==> config.mk <==
export PLATFORM = sky130hd
export DESIGN_NAME = simon_playback_sequencer
export DESIGN_NICKNAME = d
export VERILOG_FILES = /design/src/rtl/simon_playback_sequencer.sv
export SDC_FILE = /design/constraint.sdc
export NUM_CORES = 1
export LEC_CHECK = 0
export CAP_MARGIN = 15
export CORE_ASPECT_RATIO = 0.6
export CORE_MARGIN = 10
export CORE_UTILIZATION = 50
export CTS_CLUSTER_DIAMETER = 80
export DETAILED_ROUTE_END_ITERATION = 6
export PLACE_DENSITY = 0.75
export SYNTH_ARGS = -nofsm -noshare
export SYNTH_HDL_FRONTEND = slang
export SYNTH_SLANG_ARGS = --single-unit
==> constraint.sdc <==
create_clock -name clk -period 2.7 [get_ports clk]
set_clock_uncertainty 0.15 [all_clocks]
set_input_delay 0.405 -clock clk [delete_from_list [all_inputs] [get_ports clk]]
set_output_delay 0.405 -clock clk [all_outputs]
set_load 0.01 [all_outputs]
==> src/rtl/simon_playback_sequencer.sv <==
// Timed playback engine: walks the Simon pattern RAM from index 0 to len-1,
// showing each entry for ON_CYCLES cycles followed by GAP_CYCLES blank cycles.
module simon_playback_sequencer #(
    parameter int unsigned IDX_W      = 6,
    parameter int unsigned ON_CYCLES  = 8,
    parameter int unsigned GAP_CYCLES = 4,
    parameter int unsigned CNT_W      = 8
) (
    input  logic             clk,
    input  logic             rst,
    input  logic             start,
    input  logic             abort,
    input  logic [IDX_W-1:0] n_len,
    input  logic [3:0]       pattern_in,
    output logic [IDX_W-1:0] rd_addr,
    output logic [3:0]       led_out,
    output logic             busy,
    output logic             done
);

    localparam logic [CNT_W-1:0] ON_LOAD  = CNT_W'(ON_CYCLES - 32'd1);
    localparam logic [CNT_W-1:0] GAP_LOAD = CNT_W'(GAP_CYCLES - 32'd1);

    typedef enum logic [2:0] {
        S_IDLE,
        S_FETCH,
        S_SHOW,
        S_GAP,
        S_DONE
    } state_e;

    state_e           state_q, state_d;
    logic [IDX_W-1:0] idx_q,   idx_d;
    logic [IDX_W-1:0] len_q,   len_d;
    logic [CNT_W-1:0] cnt_q,   cnt_d;
    logic [3:0]       disp_q,  disp_d;
    logic [3:0]       led_q,   led_d;
    logic             busy_q,  busy_d;
    logic             done_q,  done_d;

    // Next-state logic; outputs are decoded from the next state so they leave the flops clean.
    always_comb begin
        state_d = state_q;
        idx_d   = idx_q;
        len_d   = len_q;
        cnt_d   = cnt_q;
        disp_d  = disp_q;

        unique case (state_q)
            S_IDLE: begin
                if (start && !abort) begin
                    idx_d = '0;
                    if (n_len == '0) begin
                        state_d = S_DONE;
                    end else begin
                        len_d   = n_len;
                        state_d = S_FETCH;
                    end
                end
            end
            S_FETCH: begin
                disp_d  = pattern_in;
                cnt_d   = ON_LOAD;
                state_d = S_SHOW;
            end
            S_SHOW: begin
                if (cnt_q == '0) begin
                    cnt_d   = GAP_LOAD;
                    state_d = S_GAP;
                end else begin
                    cnt_d = cnt_q - CNT_W'(1);
                end
            end
            S_GAP: begin
                if (cnt_q != '0) begin
                    cnt_d = cnt_q - CNT_W'(1);
                end else if (idx_q == len_q - IDX_W'(1)) begin
                    state_d = S_DONE;
                end else begin
                    idx_d   = idx_q + IDX_W'(1);
                    state_d = S_FETCH;
                end
            end
            S_DONE: begin
                idx_d   = '0;
                state_d = S_IDLE;
            end
            default: begin
                state_d = S_IDLE;
            end
        endcase

        // Abort cancels any active playback without a done pulse.
        if (abort && (state_q != S_IDLE)) begin
            state_d = S_IDLE;
            idx_d   = '0;
            cnt_d   = '0;
        end

        led_d  = (state_d == S_SHOW) ? disp_d : 4'd0;
        busy_d = (state_d != S_IDLE);
        done_d = (state_d == S_DONE);
    end

    // State and output registers with synchronous reset.
    always_ff @(posedge clk) begin
        if (rst) begin
            state_q <= S_IDLE;
            idx_q   <= '0;
            len_q   <= '0;
            cnt_q   <= '0;
            disp_q  <= '0;
            led_q   <= '0;
            busy_q  <= 1'b0;
            done_q  <= 1'b0;
        end else begin
            state_q <= state_d;
            idx_q   <= idx_d;
            len_q   <= len_d;
            cnt_q   <= cnt_d;
            disp_q  <= disp_d;
            led_q   <= led_d;
            busy_q  <= busy_d;
            done_q  <= done_d;
        end
    end

    assign rd_addr = idx_q;
    assign led_out = led_q;
    assign busy    = busy_q;
    assign done    = done_q;

endmodule

After elaboration in Yosys (flattened, before gate mapping)
Cells that the tools add are included.
{"block": "word_totals", "inputBits": 14, "reg_bits": 33, "out_inout_bits": 12, "elab_cells": 55}
{"block": "classes", "n_addsub": 3, "n_bitwise": 2, "n_reduce_logical": 16, "n_eq_ne": 11, "muxes": 15}
{"cell": "8-bit one-hot mux with 3 select lines", "n": 1}
{"cell": "3-bit two-way mux", "n": 6}
{"cell": "6-bit two-way mux", "n": 3}
{"cell": "6-bit one-hot mux with 3 select lines", "n": 1}
{"cell": "8-bit two-way mux", "n": 2}
{"cell": "3-bit one-hot mux with 4 select lines", "n": 1}
{"cell": "3-bit nonzero test", "n": 4}
{"cell": "3-bit by 2-bit equality test with 1-bit output, second input constant", "n": 3}
{"cell": "8-bit logical NOT", "n": 1}
{"cell": "2-bit != test, second input constant", "n": 4}
{"cell": "8-bit nonzero test", "n": 1}
{"cell": "8-bit by 1-bit subtractor with 8-bit output, second input constant", "n": 1}
{"cell": "6-bit by 1-bit adder with 6-bit output, second input constant", "n": 1}
{"cell": "3-bit equality test, second input constant", "n": 2}
{"cell": "6-bit equality test", "n": 1}
{"cell": "6-bit logical NOT", "n": 1}
{"cell": "6-bit by 1-bit subtractor with 6-bit output, second input constant", "n": 1}
{"cell": "4-bit two-way mux", "n": 1}
{"cell": "4-bit AND reduction", "n": 1}
{"cell": "2-bit OR reduction", "n": 2}
{"cell": "3-bit by 1-bit equality test with 1-bit output, second input constant", "n": 1}
{"cell": "3-bit logical NOT", "n": 1}
{"cell": "3-bit AND reduction", "n": 1}
{"cell": "1-bit logical AND", "n": 2}
{"cell": "other kinds (3)", "n": 4}

Depth between registers and ports, before layout
Gate-level depths: netlist of run 1.
{"block": "depth", "word_depth": 9, "mapped_depth": 8, "depth_no_buf": 8}

Worst setup path before layout of run 1
No wires, ideal clock.
{"block": "synth_path", "path_kind": "reg2reg", "from": "reg len_q[0]", "to": "reg busy_q (netlist: busy)", "setup_ns": 0.127, "t_arrival_ns": 2.009, "synth_period_minus_slack_ns": 2.286, "n_path_buf": 0, "required_time_ns": 2.423, "slack_ns": 0.414, "path_stages_with_launch": 9, "cell_sequence": "dfxtp_1 inv_1 ha_1 nor2b_1 or3_1 a31o_1 o31ai_2 nor2_2 or3_1"}
{"block": "synth_via", "elab_chain_cells": 7}
{"item": "start: declaration", "line": "34", "text": "logic [IDX_W-1:0] len_q, len_d;"}
{"item": "start signal: assignment", "line": "119", "text": "len_q <= len_d;"}
{"item": "6-bit by 1-bit subtractor with 6-bit output", "line": "77", "text": "end else if (idx_q == len_q - IDX_W'(1)) begin"}
{"item": "6-bit equality test", "line": "77"}
{"item": "3-bit two-way mux", "line": "77"}
{"item": "3-bit two-way mux", "line": "75", "text": "if (cnt_q != '0) begin"}
{"item": "3-bit one-hot mux with 4 select lines", "line": "49", "text": "unique case (state_q)"}
{"item": "3-bit two-way mux", "line": "94", "text": "if (abort && (state_q != S_IDLE)) begin"}
{"item": "3-bit nonzero test", "line": "101", "text": "busy_d = (state_d != S_IDLE);"}
{"item": "end signal: assignment", "line": "123", "text": "busy_q <= busy_d;"}
{"item": "end: declaration", "line": "38", "text": "logic busy_q, busy_d;"}
No other way between the ends.
A chain may end at the register's enable or synchronous reset.

Worst setup path in the final report of run 1
Same ends and word-level chain as after synthesis.

==> run_results.csv, run 1 <==
group,metric,value,unit
timing,finalSetupViolations,0,
die,floorplan.die_area,6050,sq um
cts,clock_tree_from_tritoncts,"yes",
finish,finish.net_count,235,
timing,post-route-worst-setup-slack,0.186,ns
critical_path,worst-endpoint-required,2.71,ns
die,design.core.area,3200,sq um
synth,synth_area_per_cell,8.83,sq um
critical_path,critPathKind,"flip-flop to flip-flop",
cts,clkSinkCount,33,
finish,final_design_area_no_fill,2100,sq um
cts,cts_hold_buf,0,
placement,dpl-instance-area,1960,sq um
synth,ys_warn_count,0,
die,die_x,94,um
die,die_y,64.4,um
critical_path,end_kind,"flip-flop",
global_routing,maximum_number_of_pins_on_one_net_before_global_route_repair,12,
synth,synth_seq_cells,33,
cts,clk_latency,0.28,ns
die,floorplan.initialDensity,51.3,%
synth,synth-edff-count,0,
cts,cts.repair_timing.setup_buffer_count,0,
finish,n_antenna_cell,0,
global_routing,grt_first_pass_wirelength,6.81,mm
pwr,report.power.total,0.00128,W
drt,dr.first_iter.drc_count,75,
timing,worst_pin_slew,0.581,ns
placement,place_worst_setup_slack,0.150,ns
cts,total_cts_buffers,5,
timing,fin_worst_hold_slack,0.346,ns
timing,finalMaxSlewViolations,0,
pwr,net-switching-power,0.000306,W
synth,postSynthNetCount,203,
timing,post-route-min-period,2.51,ns
pwr,p_per_area,608,nW/um^2
die,pin_count,26,
synth,netlist.area_leader.share,40.2,%
placement,placement.io_buffers,25,
worst_hold_path,worst_hold_path_type,"flip-flop to flip-flop",
placement,gp_routability_congestion,0.828,
synth,synth_largest_area_cell,"sky130_fd_sc_hd__dfxtp_1",
synth,ys_seq_area_share,40.2,%
finish,final.fill_count,270,
global_routing,grt_pass1_vias,1466,
cts,max-clock-path-buffers,2,
critical_path,setup.worst_path.start_class,"flip-flop",
cts,root_buffer,"sky130_fd_sc_hd__clkbuf_8",
cts,ctsResizeCount,0,
synth,postSynthCellCount,186,
global_routing,grt_overflow,0,
pwr,vdd.ir_drop.worst,483,uV
critical_path,cp.arrival,2.52,ns
timing,maxClockFrequency,398,MHz
synth,ys_top_cells_by_count,"sky130_fd_sc_hd__dfxtp_1 (33), sky130_fd_sc_hd__nor2_1 (26), sky130_fd_sc_hd__nand2_1 (13)",
finish,syn2layout_area_growth,27.6,%
drt,routed_wire_length_per_instance,15.7,um
pwr,seq_pwr_share,41.6,%
timing,final_hold_violation_count,0,
drt,vias,1448,
timing,min_period_over_period,93.1,%
cts,clk_pin_slew,0.07,ns
pwr,clkPwrFrac,42.9,%
outcome,result_of_the_run,"complete, no violations",
pwr,internal_power,0.000969,W
timing,worst_slew_margin_rel,60.7,%
pwr,static-leakage-power,0.755,nW
synth,most_common_cell_in_the_synthesized_netlist,"sky130_fd_sc_hd__dfxtp_1",
cts,htreeDepth,2,
pwr,power_switching_share,24.0,%
pwr,power.share.combinational,15.5,%
timing,totalNegativeSetupSlack,0,ns
critical_path,critPathMaxFanout,5,
global_routing,global_route.usage.total,13.8,%
synth,post_synth_num_cell_types,45,
drt,ant_nets,0,
die,rows,16,
drt,wirelength,4.14,mm
placement,detailedPlacementHpwl,3.14,mm
drt,drt_via_density,5.48,
timing,setup_repair_after_global_routing_missed_its_margin,"no",
finish,drive_gt1_share,11.4,%
global_routing,initial_antenna_violation_count,0,
drt,route.detailed.drc,0,
drt,firstDrtPassIters,4,
synth,netlist_area,1640,sq um
synth,ys_async_sr_fraction,0,%
synth,top_area_cells_in_the_synthesized_netlist,"sky130_fd_sc_hd__dfxtp_1 (40%), sky130_fd_sc_hd__nor2_1 (5.9%), sky130_fd_sc_hd__xnor2_1 (5.3%)",
job,maxCapViolCount,0,
synth,yosys_most_used_dff,"sky130_fd_sc_hd__dfxtp_1",
critical path: stages (launching register included):
cell	delay (ns)
sky130_fd_sc_hd__dfxtp_1	0.42
sky130_fd_sc_hd__inv_1	0.07
sky130_fd_sc_hd__ha_1	0.24
sky130_fd_sc_hd__nor2b_1	0.14
sky130_fd_sc_hd__or3_1	0.34
sky130_fd_sc_hd__a31o_1	0.26
sky130_fd_sc_hd__o31ai_2	0.32
sky130_fd_sc_hd__nor2_2	0.08
sky130_fd_sc_hd__or3_1	0.36
cells by family after synthesis:
logic type | after synthesis | synth area share, %
flops | 33 | 40.2
simple gates | 85 | 29.3
xor+xnor | 11 | 5.86
fa+ha+maj | 3 | 2.29
mux | 9 | 5.56
buf+inv | 12 | 2.89
compound gates | 33 | 13.9
routing by layer:
| metal | global-route usage, % | share of wire [%] | up-vias |
|---|---|---|---|
| met1 | 16.3 | 46 | 673 |
| met2 | 23.2 | 47 | 40 |
| met3 | 4.43 | 6.6 | 4 |
| met5 | 0 | 0 | - |
| met4 | 4.53 | 0.70 | 0 |
| li1 | - | - | 731 |
final timing paths:
kind                            startpoint  slack [ns]   endpoint  depth (start not counted)
worst min-delay path             disp_q[3]        0.35  disp_q[3]                          2
worst max register to register    len_q[0]        0.19       busy                          8
worst max-delay path              len_q[0]        0.19       busy                          8
worst min register to register   disp_q[3]        0.35  disp_q[3]                          2
placed cells by master (no fill, tap or decap), types with 5 or more instances in the layout:
cell / n
sky130_fd_sc_hd__a21oi_1: 10
sky130_fd_sc_hd__clkbuf_8: 5
sky130_fd_sc_hd__clkdlybuf4s50_1: 25
sky130_fd_sc_hd__dfxtp_1: 33
sky130_fd_sc_hd__inv_1: 8
sky130_fd_sc_hd__mux2i_1: 8
sky130_fd_sc_hd__nand2_1: 13
sky130_fd_sc_hd__nand3_1: 6
sky130_fd_sc_hd__nor2_1: 26
sky130_fd_sc_hd__o31ai_1: 5
sky130_fd_sc_hd__or4_1: 6
sky130_fd_sc_hd__xnor2_1: 10
registers in the layout, indices dropped and copies added (netlist names):
signal	count
busy	1
cnt_q	8
disp_q	4
done	1
led_out	4
len_q	6
rd_addr	6
state_q	3
through the flow:
step | instances | utilization, %
after global placement | 256 | 61.3
final | 264 | 65.4
after CTS | 264 | 65.4
after floorplan | 186 | -
after global routing | 264 | 65.4
after detailed placement | 256 | 61.3
power groups by stage:
stage,clock network (W),logic (W),registers (W)
6_report,0.000547,0.000198,0.000530
2_1_floorplan,0,0.000140,0.000533
3_3_place_gp,0,0.000184,0.000539
5_1_grt,0.000580,0.000216,0.000531
3_5_place_dp,0,0.000193,0.000540
4_1_cts,0.000556,0.000197,0.000529
cell type report:
cell class | count | area [sq um] | share of cell area [%]
Inverter | 8 | 30.0 | 1.43
Multi-Input combinational cell | 141 | 935 | 44.6
Timing Repair Buffer | 29 | 280 | 13.4
Clock inverter | 3 | 65.1 | 3.10
Clock buffer | 5 | 68.8 | 3.28
Tap cell | 45 | 56.3 | 2.69
Sequential cell | 33 | 661 | 31.5
Note: power is estimated with default switching activity, not from simulation.
==> inputs of run 2 (changes only) <==
--- a/config.mk
+++ b/config.mk
@@ -5,6 +5,7 @@
 export SDC_FILE = /design/constraint.sdc
 export NUM_CORES = 1
 export LEC_CHECK = 0
+export ABC_CLOCK_PERIOD_IN_PS = 2700
 export CAP_MARGIN = 15
 export CORE_ASPECT_RATIO = 0.6
 export CORE_MARGIN = 10
==> results of run 2 <==
The final DEF is identical to that of run 1; final timing and power are the same.
